## config.mk

```make
export PLATFORM = sky130hd
export DESIGN_NAME = pattern_det_prog
export DESIGN_NICKNAME = d
export VERILOG_FILES = /design/src/rtl/pattern_det_prog.sv
export SDC_FILE = /design/constraint.sdc
export NUM_CORES = 1
export LEC_CHECK = 0
export CAP_MARGIN = 20
export CORE_ASPECT_RATIO = 1.1
export CORE_MARGIN = 3
export CORE_UTILIZATION = 57
export DETAILED_ROUTE_END_ITERATION = 8
export HOLD_SLACK_MARGIN = 0.08
export MAX_ROUTING_LAYER = met4
export PLACE_DENSITY = 0.89
export SETUP_SLACK_MARGIN = 0.5
export SKIP_CTS_REPAIR_TIMING = 1
export SYNTH_ARGS = -nofsm -noshare
export SYNTH_HDL_FRONTEND = slang
export SYNTH_SLANG_ARGS = --single-unit
export TNS_END_PERCENT = 5
```

## constraint.sdc

```tcl
create_clock -name clk -period 4.75 [get_ports clk]
set_input_delay 0.95 -clock clk [delete_from_list [all_inputs] [get_ports clk]]
set_output_delay 0.95 -clock clk [all_outputs]
set_load 0.05 [all_outputs]
```

## src/rtl/pattern_det_prog.sv

```systemverilog
// Runtime-programmable serial pattern detector (1..MAX_LEN bits, overlapping or not).
// Optional sticky dropped-beat flag err_o when PATTERN_DET_PROG_ERR_EN is defined.
module pattern_det_prog #(
  parameter int                 MAX_LEN     = 8,
  parameter int                 LEN_W       = 4,
  parameter int                 CNT_W       = 8,
  parameter logic [MAX_LEN-1:0] DEF_PATTERN = 8'b0001_1010,
  parameter int                 DEF_LEN     = 5
) (
  input  logic               clk,
  input  logic               rst,
  input  logic               d_i,
  input  logic               valid_i,
  input  logic               cfg_we,
  input  logic [MAX_LEN-1:0] cfg_pattern,
  input  logic [LEN_W-1:0]   cfg_len,
  input  logic               cfg_overlap,
  output logic               pattern,
  output logic [CNT_W-1:0]   match_cnt
`ifdef PATTERN_DET_PROG_ERR_EN
  ,
  output logic               err_o
`endif
);

  typedef enum logic [2:0] {
    S_IDLE = 3'b001,
    S_FILL = 3'b010,
    S_HUNT = 3'b100
  } state_e;

  state_e             state_q, state_d;
  logic [MAX_LEN-1:0] sr_q, sr_d;
  logic [LEN_W-1:0]   fill_q, fill_d;
  logic [CNT_W-1:0]   cnt_q, cnt_d;
  logic [MAX_LEN-1:0] pat_q;
  logic [LEN_W-1:0]   len_q;
  logic               overlap_q;
  logic               pattern_q;

  logic [LEN_W-1:0]   len_clamp_s;
  logic [MAX_LEN-1:0] mask_s;
  logic [MAX_LEN-1:0] sr_shift_s;
  logic [LEN_W:0]     fill_inc_s;
  logic               beat_s;
  logic               hit_s;
  logic               match_s;

  // Next-state, shift/fill and match evaluation on the post-shift window
  always_comb begin
    state_d     = state_q;
    sr_d        = sr_q;
    fill_d      = fill_q;
    cnt_d       = cnt_q;
    match_s     = 1'b0;
    len_clamp_s = (cfg_len > LEN_W'(MAX_LEN)) ? LEN_W'(MAX_LEN) : cfg_len;
    for (int i = 0; i < MAX_LEN; i++) begin
      mask_s[i] = (LEN_W'(i) < len_q);
    end
    beat_s     = valid_i & ~cfg_we;
    sr_shift_s = {sr_q[MAX_LEN-2:0], d_i};
    fill_inc_s = {1'b0, fill_q} + {{LEN_W{1'b0}}, 1'b1};
    hit_s      = ((sr_shift_s & mask_s) == (pat_q & mask_s)) &&
                 (fill_inc_s >= {1'b0, len_q});

    if (cfg_we) begin
      sr_d    = '0;
      fill_d  = '0;
      state_d = (len_clamp_s == '0) ? S_IDLE : S_FILL;
    end else begin
      case (state_q)
        S_IDLE: begin
          state_d = S_IDLE;
        end
        S_FILL, S_HUNT: begin
          if (beat_s) begin
            sr_d    = sr_shift_s;
            match_s = hit_s;
            if (hit_s && !overlap_q) begin
              fill_d  = '0;
              state_d = S_FILL;
            end else if (fill_inc_s >= {1'b0, len_q}) begin
              fill_d  = len_q;
              state_d = S_HUNT;
            end else begin
              fill_d  = fill_inc_s[LEN_W-1:0];
              state_d = S_FILL;
            end
          end else begin
            state_d = state_q;
          end
        end
        default: begin
          state_d = S_FILL;
          sr_d    = '0;
          fill_d  = '0;
        end
      endcase
    end

    if (cfg_we) begin
      cnt_d = '0;
    end else if (match_s && (cnt_q != {CNT_W{1'b1}})) begin
      cnt_d = cnt_q + {{(CNT_W-1){1'b0}}, 1'b1};
    end else begin
      cnt_d = cnt_q;
    end
  end

  // State, datapath and configuration registers
  always_ff @(posedge clk) begin
    if (rst) begin
      state_q   <= (DEF_LEN == 0) ? S_IDLE : S_FILL;
      sr_q      <= '0;
      fill_q    <= '0;
      cnt_q     <= '0;
      pattern_q <= 1'b0;
      pat_q     <= DEF_PATTERN;
      len_q     <= LEN_W'(DEF_LEN);
      overlap_q <= 1'b1;
    end else begin
      state_q   <= state_d;
      sr_q      <= sr_d;
      fill_q    <= fill_d;
      cnt_q     <= cnt_d;
      pattern_q <= match_s;
      if (cfg_we) begin
        pat_q     <= cfg_pattern;
        len_q     <= len_clamp_s;
        overlap_q <= cfg_overlap;
      end else begin
        pat_q     <= pat_q;
        len_q     <= len_q;
        overlap_q <= overlap_q;
      end
    end
  end

  assign pattern   = pattern_q;
  assign match_cnt = cnt_q;

`ifdef PATTERN_DET_PROG_ERR_EN
  logic err_q;

  // Sticky flag for a beat dropped by a concurrent configuration write
  always_ff @(posedge clk) begin
    if (rst) begin
      err_q <= 1'b0;
    end else if (valid_i && cfg_we) begin
      err_q <= 1'b1;
    end else begin
      err_q <= err_q;
    end
  end

  assign err_o = err_q;
`endif

endmodule
```

==> results of run 1 <==
## routing by layer
layer / part of all wire [%] / up-vias
li1: - / 794
met1: 44 / 743
met2: 49 / 56
met3: 4.5 / 8
met4: 2.0 / 0
met5: 0 / -
## path summary, 6_finish.rpt
path,start,endpoint,slack (ns),depth (start not counted)
worst max-delay path,cfg_we,match_cnt[7],1.69,8
worst max register to register,fill_q[0],match_cnt[7],1.99,9
worst min register to register,match_cnt[1],match_cnt[1],0.52,2
worst min-delay path,match_cnt[1],match_cnt[1],0.52,2
## state kept, by name (all words and copies together) (netlist names)
name	count
fill_q	4
len_q	4
match_cnt	8
overlap_q	1
pat_q	8
pattern	1
sr_q	7
state_q	3
## stage by stage
step	hold slack [ns]	total power, mW	instances	instance area (µm²)
after global placement	0.487	0.400	257	2060
after detailed placement	0.505	0.402	257	2060
after global routing	0.568	0.636	265	2140
final	0.522	0.612	265	2140
after floorplan	0.482	0.376	208	1810
after CTS	0.520	0.617	265	2140
## where the power goes
part | leakage, nW | internal (mW) | total, mW | switching, mW
clock network | 0.0422 | 0.110 | 0.215 | 0.105
logic | 0.408 | 0.0377 | 0.0744 | 0.0367
registers | 0.293 | 0.311 | 0.323 | 0.0117
## cell type report
| class | count | area share (%) |
|---|---|---|
| clock inverters | 2 | 1.64 |
| well taps | 33 | 1.93 |
| multi-input cells | 152 | 46.5 |
| flip-flops and latches | 36 | 33.7 |
| inverters | 8 | 1.41 |
| repair buffers | 28 | 12.9 |
| clock buffers | 6 | 1.93 |
## cells in the final DEF (no fill, tap or decap), drive strengths merged, types with 2 or more instances in the layout
master          n
a211oi          4
or3             4
or4             2
o211ai          2
a21oi          13
dfxtp          36
or2             3
ha              6
a22o            2
a22oi           7
inv             8
clkbuf          6
a211o           4
buf             2
nor2b           5
nand2          13
clkdlybuf4s50  26
mux2i           6
xnor2          10
nor4b           2
o2bb2ai         2
nor3            7
a31oi           2
nand2b          4
nand3           7
nor4            2
nor3b           2
o21ai          12
o22ai           2
nor2           20
## cell families (layout without fill, tap and decap cells)
| kind of cell | Yosys count | in the layout |
|---|---|---|
| simple gates | 74 | 74 |
| compound gates | 55 | 55 |
| flops | 36 | 36 |
| buf+inv | 20 | 44 |
| xor+xnor | 11 | 11 |
| fa+ha+maj | 6 | 6 |
| mux | 6 | 6 |
## tightest hold or removal path, stage by stage (launching register included)
cell and delay, ns:
sky130_fd_sc_hd__dfxtp_1 0.35, sky130_fd_sc_hd__nand3_1 0.06, sky130_fd_sc_hd__o21ai_0 0.07
==> results_tabular.tex, run 1 <==
\begin{tabular}{lr}
\hline
Metric & Value \\
\hline
\multicolumn{2}{l}{\textbf{Logic synthesis}} \\
Post-Synth XOR/XNOR Area & 5.32\% \\
Net count of the mapped netlist & 232 \\
Syn Area/Cell & 8.71 µm² \\
Mux contribution to synthesized area & 3.31\% \\
Total of flip-flops plus latches after synthesis & 36 \\
Cell area after synthesis & 0.00181 mm² \\
Top-count cell post-synth & sky130\_fd\_sc\_hd\_\_dfxtp\_1 \\
Adder and majority gate portion of the synthesized area & 4.14\% \\
Warnings from Yosys & 0 \\
Ys flop type & sky130\_fd\_sc\_hd\_\_dfxtp\_1 \\
Number of synthesized flops with an enable pin & 0 \\
Netlist cell types & 42 \\
Simple-gate share of the synthesized area & 22.0\% \\
Cell taking the most area after synthesis & sky130\_fd\_sc\_hd\_\_dfxtp\_1 \\
Gate count of the mapped netlist & 208 \\
Post-synth top area share & 39.8\% \\
Cell types occupying the most area after synthesis & sky130\_fd\_sc\_hd\_\_dfxtp\_1 (40\%), sky130\_fd\_sc\_hd\_\_xnor2\_1 (4.8\%), sky130\_fd\_sc\_hd\_\_ha\_1 (4.1\%), sky130\_fd\_sc\_hd\_\_nor2\_1 (4.1\%), sky130\_fd\_sc\_hd\_\_a21oi\_1 (3.6\%) \\
Compound-cell area share of the yosys netlist & 20.0\% \\
Most common library cells after synthesis & sky130\_fd\_sc\_hd\_\_dfxtp\_1 (36), sky130\_fd\_sc\_hd\_\_nor2\_1 (20), sky130\_fd\_sc\_hd\_\_a21oi\_1 (13), sky130\_fd\_sc\_hd\_\_nand2\_1 (13), sky130\_fd\_sc\_hd\_\_o21ai\_0 (12) \\
Sequential share of the synthesized area & 39.8\% \\
Combinational family with the most area after synthesis & simple AND/OR/NAND/NOR gates \\
Proportion of synthesized flip-flops having asynchronous set or reset & 0\% \\
\multicolumn{2}{l}{\textbf{Outcome}} \\
Result of the run & finished clean \\
\multicolumn{2}{l}{\textbf{Drt}} \\
Length of the first detailed-routing pass in iterations & 4 \\
Number of remaining DRC errors & 0 \\
Post-detailed-route count of antenna-violating nets & 0 \\
Routed wirelength normalized by instance count & 14.3 µm \\
Wire length after detailed routing & 3790 µm \\
Total via count after detailed routing & 1601 \\
Vias per inst & 6.04 \\
Iteration-0 DRC count of the detailed router & 68 \\
\multicolumn{2}{l}{\textbf{Critical path}} \\
Worst endpoint required time & 5.04 ns \\
Critical-path cell with the highest stage delay & sky130\_fd\_sc\_hd\_\_or4b\_4 \\
Critical path peak fanout & 24 \\
Cell family contributing the most delay on the critical path & simple AND/OR/NAND/NOR gates \\
Crit end category & register \\
Critical path start-end classification & in -> reg \\
Cell repeated most along the worst path & sky130\_fd\_sc\_hd\_\_buf\_4 \\
Kind of start point of the critical path & primary input \\
Count of buffer and inverter cells on the critical path & 4 \\
Arrival time reported for the critical path endpoint & 3.35 ns \\
Maximum single-stage delay on the critical path & 0.61 ns \\
Cell Chain, Critical Path & clkdlybuf4s50\_1 -> buf\_4 -> nor4b\_1 -> buf\_4 -> inv\_1 -> or4b\_4 -> or4\_1 -> a21oi\_1 \\
\multicolumn{2}{l}{\textbf{Timing}} \\
Final Slew Violations & 0 \\
Time the final worst path needs with I/O delays and setup & 3.06 ns \\
Unrepaired setup endpoints after global routing & false \\
Worst max-slew margin expressed relative to the limit & 54.6\% \\
Clock tree skew after final layout & 0.0113 ns \\
Top achievable clock speed & 327 MHz \\
Number of endpoints failing setup at the final stage & 0 \\
Period utilization & 64.5\% \\
Setup TNS & 0 ns \\
Min setup slack post-route & 1.69 ns \\
Final-report hold violation count & 0 \\
Worst Max-Slew Pin Slew & 0.678 ns \\
\multicolumn{2}{l}{\textbf{Clock network}} \\
Number of H-tree levels & 2 \\
Clock tree sinks & 36 \\
CTS max path bufs & 2 \\
Number of buffers inserted during clock tree synthesis & 5 \\
Clock root cell & sky130\_fd\_sc\_hd\_\_clkbuf\_4 \\
Clock input transition at the sequential cells of the worst setup and hold paths & 0.11 ns \\
TritonCTS clock tree & yes \\
Source-to-sink clock delay at the later pin of the worst-skew pair & 0.35 ns \\
\multicolumn{2}{l}{\textbf{GRT}} \\
Global routing's busiest layer & met2 \\
GRT Overall Usage & 22.7\% \\
Met2 capacity usage during global routing & 34.6\% \\
Met3 track demand over resource in global routing & 5.50\% \\
First-pass GRT wire length & 6520 µm \\
Pin count of the biggest net entering global routing & 25 \\
Met1 Use GR & 27.8\% \\
Antenna violations before repair & 0 \\
Remaining Overflow, GRT & 0 \\
Number of global-route vias before repair & 1434 \\
\multicolumn{2}{l}{\textbf{Floorplanning}} \\
Row count & 20 \\
Core area & 0.00290 mm² \\
Die span in x & 59.8 µm \\
Vertical extent of the die & 65.1 µm \\
Starting Density & 62.4\% \\
Total Die Area & 0.00389 mm² \\
Count of boundary I/O pins & 27 \\
\multicolumn{2}{l}{\textbf{Cells and area}} \\
Layout Utilization & 73.6\% \\
Number of diodes added for antenna fixing & 0 \\
Combined flip-flop and latch cell area & 721 µm² \\
Multi-input logic area & 993 µm² \\
Layout Area Growth over Synthesis & 18.0\% \\
Net count, final & 255 \\
FILL cells & 227 \\
Proportion of layout cells with a drive suffix above 1 & 6.90\% \\
\multicolumn{2}{l}{\textbf{Place}} \\
RD Place Congestion & 0.808 \\
DP HPWL & 2680 µm \\
Worst slack, placed & 1.33 ns \\
Count of buffers inserted at the top-level ports & 26 \\
\multicolumn{2}{l}{\textbf{Run}} \\
Max capacitance violation total & 0 \\
\multicolumn{2}{l}{\textbf{Power}} \\
Leakage dissipation & 0.743 nW \\
PwrDens & 286 mW/mm² \\
Peak VDD IR & 256 µV \\
\multicolumn{2}{l}{\textbf{Min path}} \\
Hold crit path type & reg -> reg \\
\hline
\end{tabular}
No activity file was read; power rests on OpenSTA's default activity.
==> inputs of run 2 (changes only) <==
--- a/config.mk
+++ b/config.mk
@@ -8,11 +8,11 @@
 export CAP_MARGIN = 20
 export CORE_ASPECT_RATIO = 1.1
 export CORE_MARGIN = 3
-export CORE_UTILIZATION = 57
+export CORE_UTILIZATION = 48
 export DETAILED_ROUTE_END_ITERATION = 8
 export HOLD_SLACK_MARGIN = 0.08
 export MAX_ROUTING_LAYER = met4
-export PLACE_DENSITY = 0.89
+export PLACE_DENSITY = 0.81
 export SETUP_SLACK_MARGIN = 0.5
 export SKIP_CTS_REPAIR_TIMING = 1
 export SYNTH_ARGS = -nofsm -noshare
==> constraint.sdc (replaced) <==
create_clock -name clk -period 2.6 [get_ports clk]
set_input_delay 0.52 -clock clk [delete_from_list [all_inputs] [get_ports clk]]
set_output_delay 0.52 -clock clk [all_outputs]
set_load 0.05 [all_outputs]
==> results_tabular.tex, run 2 (same netlist as run 1, synthesis figures left out) <==
\begin{tabular}{lr}
\hline
Metric & Value \\
\hline
\multicolumn{2}{l}{\textbf{Outcome}} \\
Result of the run & finished clean \\
\multicolumn{2}{l}{\textbf{Min path}} \\
Hold crit path type & reg -> reg \\
Worst min-delay path endpoint & match\_cnt[5] \\
Instance count along the most critical hold path & 2 \\
Worst hold path startpoint & match\_cnt[5] \\
\multicolumn{2}{l}{\textbf{Timing}} \\
Period utilization & 93.9\% \\
Top achievable clock speed & 410 MHz \\
Min setup slack post-route & 0.158 ns \\
Final Slew Violations & 0 \\
Clock tree skew after final layout & 0.00876 ns \\
Unrepaired setup endpoints after global routing & true \\
Setup TNS & 0 ns \\
Number of endpoints failing setup at the final stage & 0 \\
Worst Max-Slew Pin Slew & 0.511 ns \\
Final-report hold violation count & 0 \\
Worst max-slew margin expressed relative to the limit & 65.8\% \\
Time the final worst path needs with I/O delays and setup & 2.44 ns \\
Min Hold Slack & 0.522 ns \\
\multicolumn{2}{l}{\textbf{Floorplanning}} \\
Core area & 0.00347 mm² \\
Vertical extent of the die & 70.4 µm \\
Row count & 22 \\
Starting Density & 52.2\% \\
Count of boundary I/O pins & 27 \\
Die span in x & 64.6 µm \\
Total Die Area & 0.00455 mm² \\
\multicolumn{2}{l}{\textbf{GRT}} \\
Number of global-route vias before repair & 1493 \\
Antenna violations before repair & 0 \\
Remaining Overflow, GRT & 0 \\
GRT Overall Usage & 18.7\% \\
First-pass GRT wire length & 6510 µm \\
Pin count of the biggest net entering global routing & 24 \\
\multicolumn{2}{l}{\textbf{Place}} \\
RD Place Congestion & 0.820 \\
Cells after DPL & 279 \\
Worst slack, placed & -0.156 ns \\
Count of buffers inserted at the top-level ports & 26 \\
Placement-stage cell area & 0.00216 mm² \\
DP HPWL & 2820 µm \\
\multicolumn{2}{l}{\textbf{Power}} \\
Clock Power Share & 30.6\% \\
PwrDens & 466 mW/mm² \\
Leakage dissipation & 0.809 nW \\
Power consumption & 1.08 mW \\
Logic gate share of total power & 15.2\% \\
Net switching share of the total power & 25.5\% \\
Internal Pwr Total & 0.808 mW \\
Peak VDD IR & 312 µV \\
Relative contribution of sequential cells to total power & 54.2\% \\
Switching pwr & 0.277 mW \\
\multicolumn{2}{l}{\textbf{Drt}} \\
Number of remaining DRC errors & 0 \\
Vias per inst & 5.58 \\
Met1 wire length & 1800 µm \\
Routed wirelength normalized by instance count & 13.8 µm \\
Iteration-0 DRC count of the detailed router & 89 \\
Post-detailed-route count of antenna-violating nets & 0 \\
Length of routed met3 wiring & 169 µm \\
Top Metal Used & met4 \\
Total via count after detailed routing & 1636 \\
Total met2 wirelength after detailed routing & 1950 µm \\
Length of the first detailed-routing pass in iterations & 4 \\
Wire length after detailed routing & 4040 µm \\
\multicolumn{2}{l}{\textbf{Cells and area}} \\
Layout Area Growth over Synthesis & 28.6\% \\
Proportion of layout cells with a drive suffix above 1 & 18.4\% \\
FILL cells & 311 \\
Number of diodes added for antenna fixing & 0 \\
Net count, final & 269 \\
Most common cell after layout, fill and taps aside & sky130\_fd\_sc\_hd\_\_dfxtp\_1 \\
Layout Utilization & 67.2\% \\
Post-route cell area & 0.00233 mm² \\
Number of cells in the finished layout apart from fillers & 293 \\
Top library cells by usage in the layout, fill and taps aside & sky130\_fd\_sc\_hd\_\_dfxtp\_1 (29), sky130\_fd\_sc\_hd\_\_clkdlybuf4s50\_1 (26), sky130\_fd\_sc\_hd\_\_nor2\_1 (20) \\
\multicolumn{2}{l}{\textbf{Clock network}} \\
Clock root cell & sky130\_fd\_sc\_hd\_\_clkbuf\_4 \\
Clock tree sinks & 36 \\
Source-to-sink clock delay at the later pin of the worst-skew pair & 0.34 ns \\
Number of buffers inserted during clock tree synthesis & 5 \\
Number of H-tree levels & 2 \\
TritonCTS clock tree & yes \\
Clock input transition at the sequential cells of the worst setup and hold paths & 0.10 ns \\
CTS max path bufs & 2 \\
\multicolumn{2}{l}{\textbf{Critical path}} \\
Worst endpoint required time & 2.88 ns \\
Cell Chain, Critical Path & buf\_4 -> a211oi\_2 -> o22ai\_1 -> a2111o\_1 -> or4b\_4 -> or4\_1 -> a21oi\_1 \\
Crit end category & register \\
R2R Path End & match\_cnt[7] \\
Count of cells along the worst register-to-register path & 7 \\
Reg-to-reg setup timing slack & 0.16 ns \\
Critical-path cell with the highest stage delay & sky130\_fd\_sc\_hd\_\_or4b\_4 \\
Maximum single-stage delay on the critical path & 0.53 ns \\
Source of the worst register-to-register timing path & len\_q[0] \\
Kind of start point of the critical path & register \\
Critical path peak fanout & 5 \\
Arrival time reported for the critical path endpoint & 2.72 ns \\
Critical path start-end classification & reg -> reg \\
\multicolumn{2}{l}{\textbf{Run}} \\
Max capacitance violation total & 0 \\
\hline
\end{tabular}
[run 2: worst max path at each step]
stage | from | endpoint | slack, ns | cells past startpoint
5_1_grt | len_q[0] | match_cnt[7] | 0.04 | 7
2_1_floorplan | fill_q[0] | match_cnt[3] | 0.27 | 10
6_report | len_q[0] | match_cnt[7] | 0.16 | 7
3_5_place_dp | d_i | match_cnt[7] | -0.16 | 7
4_1_cts | len_q[2] | match_cnt[7] | 0.09 | 6
3_3_place_gp | d_i | match_cnt[7] | -0.11 | 7
[run 2: cell type report]
class / count / area (µm²) / area share (%)
repair buffers: 41 / 373 / 16.0
well taps: 48 / 60.1 / 2.58
flip-flops and latches: 36 / 739 / 31.7
inverters: 8 / 30.0 / 1.29
multi-input cells: 153 / 1060 / 45.6
clock buffers: 7 / 65.1 / 2.79
[run 2: per-layer routing]
layer	GRT usage, %	up-vias
met5	-	-
met4	8.45	0
met3	4.34	13
met2	29.8	43
met1	22.3	749
li1	-	831
[run 2: power groups by stage]
stage | clock (mW) | combinational [mW] | sequential, mW
2_1_floorplan | 0 | 0.0984 | 0.592
3_3_place_gp | 0 | 0.142 | 0.602
3_5_place_dp | 0 | 0.145 | 0.603
4_1_cts | 0.338 | 0.146 | 0.590
5_1_grt | 0.367 | 0.184 | 0.590
6_report | 0.332 | 0.165 | 0.588
[run 2: worst max-delay path: cells and delay by family, from the launching register on]
kind / cells / cell delay [ns]
DFF: 1 / 0.38
AOI/OAI and AO/OA: 4 / 0.90
and+or+nand+nor: 2 / 0.94
buffers and inverters: 1 / 0.15
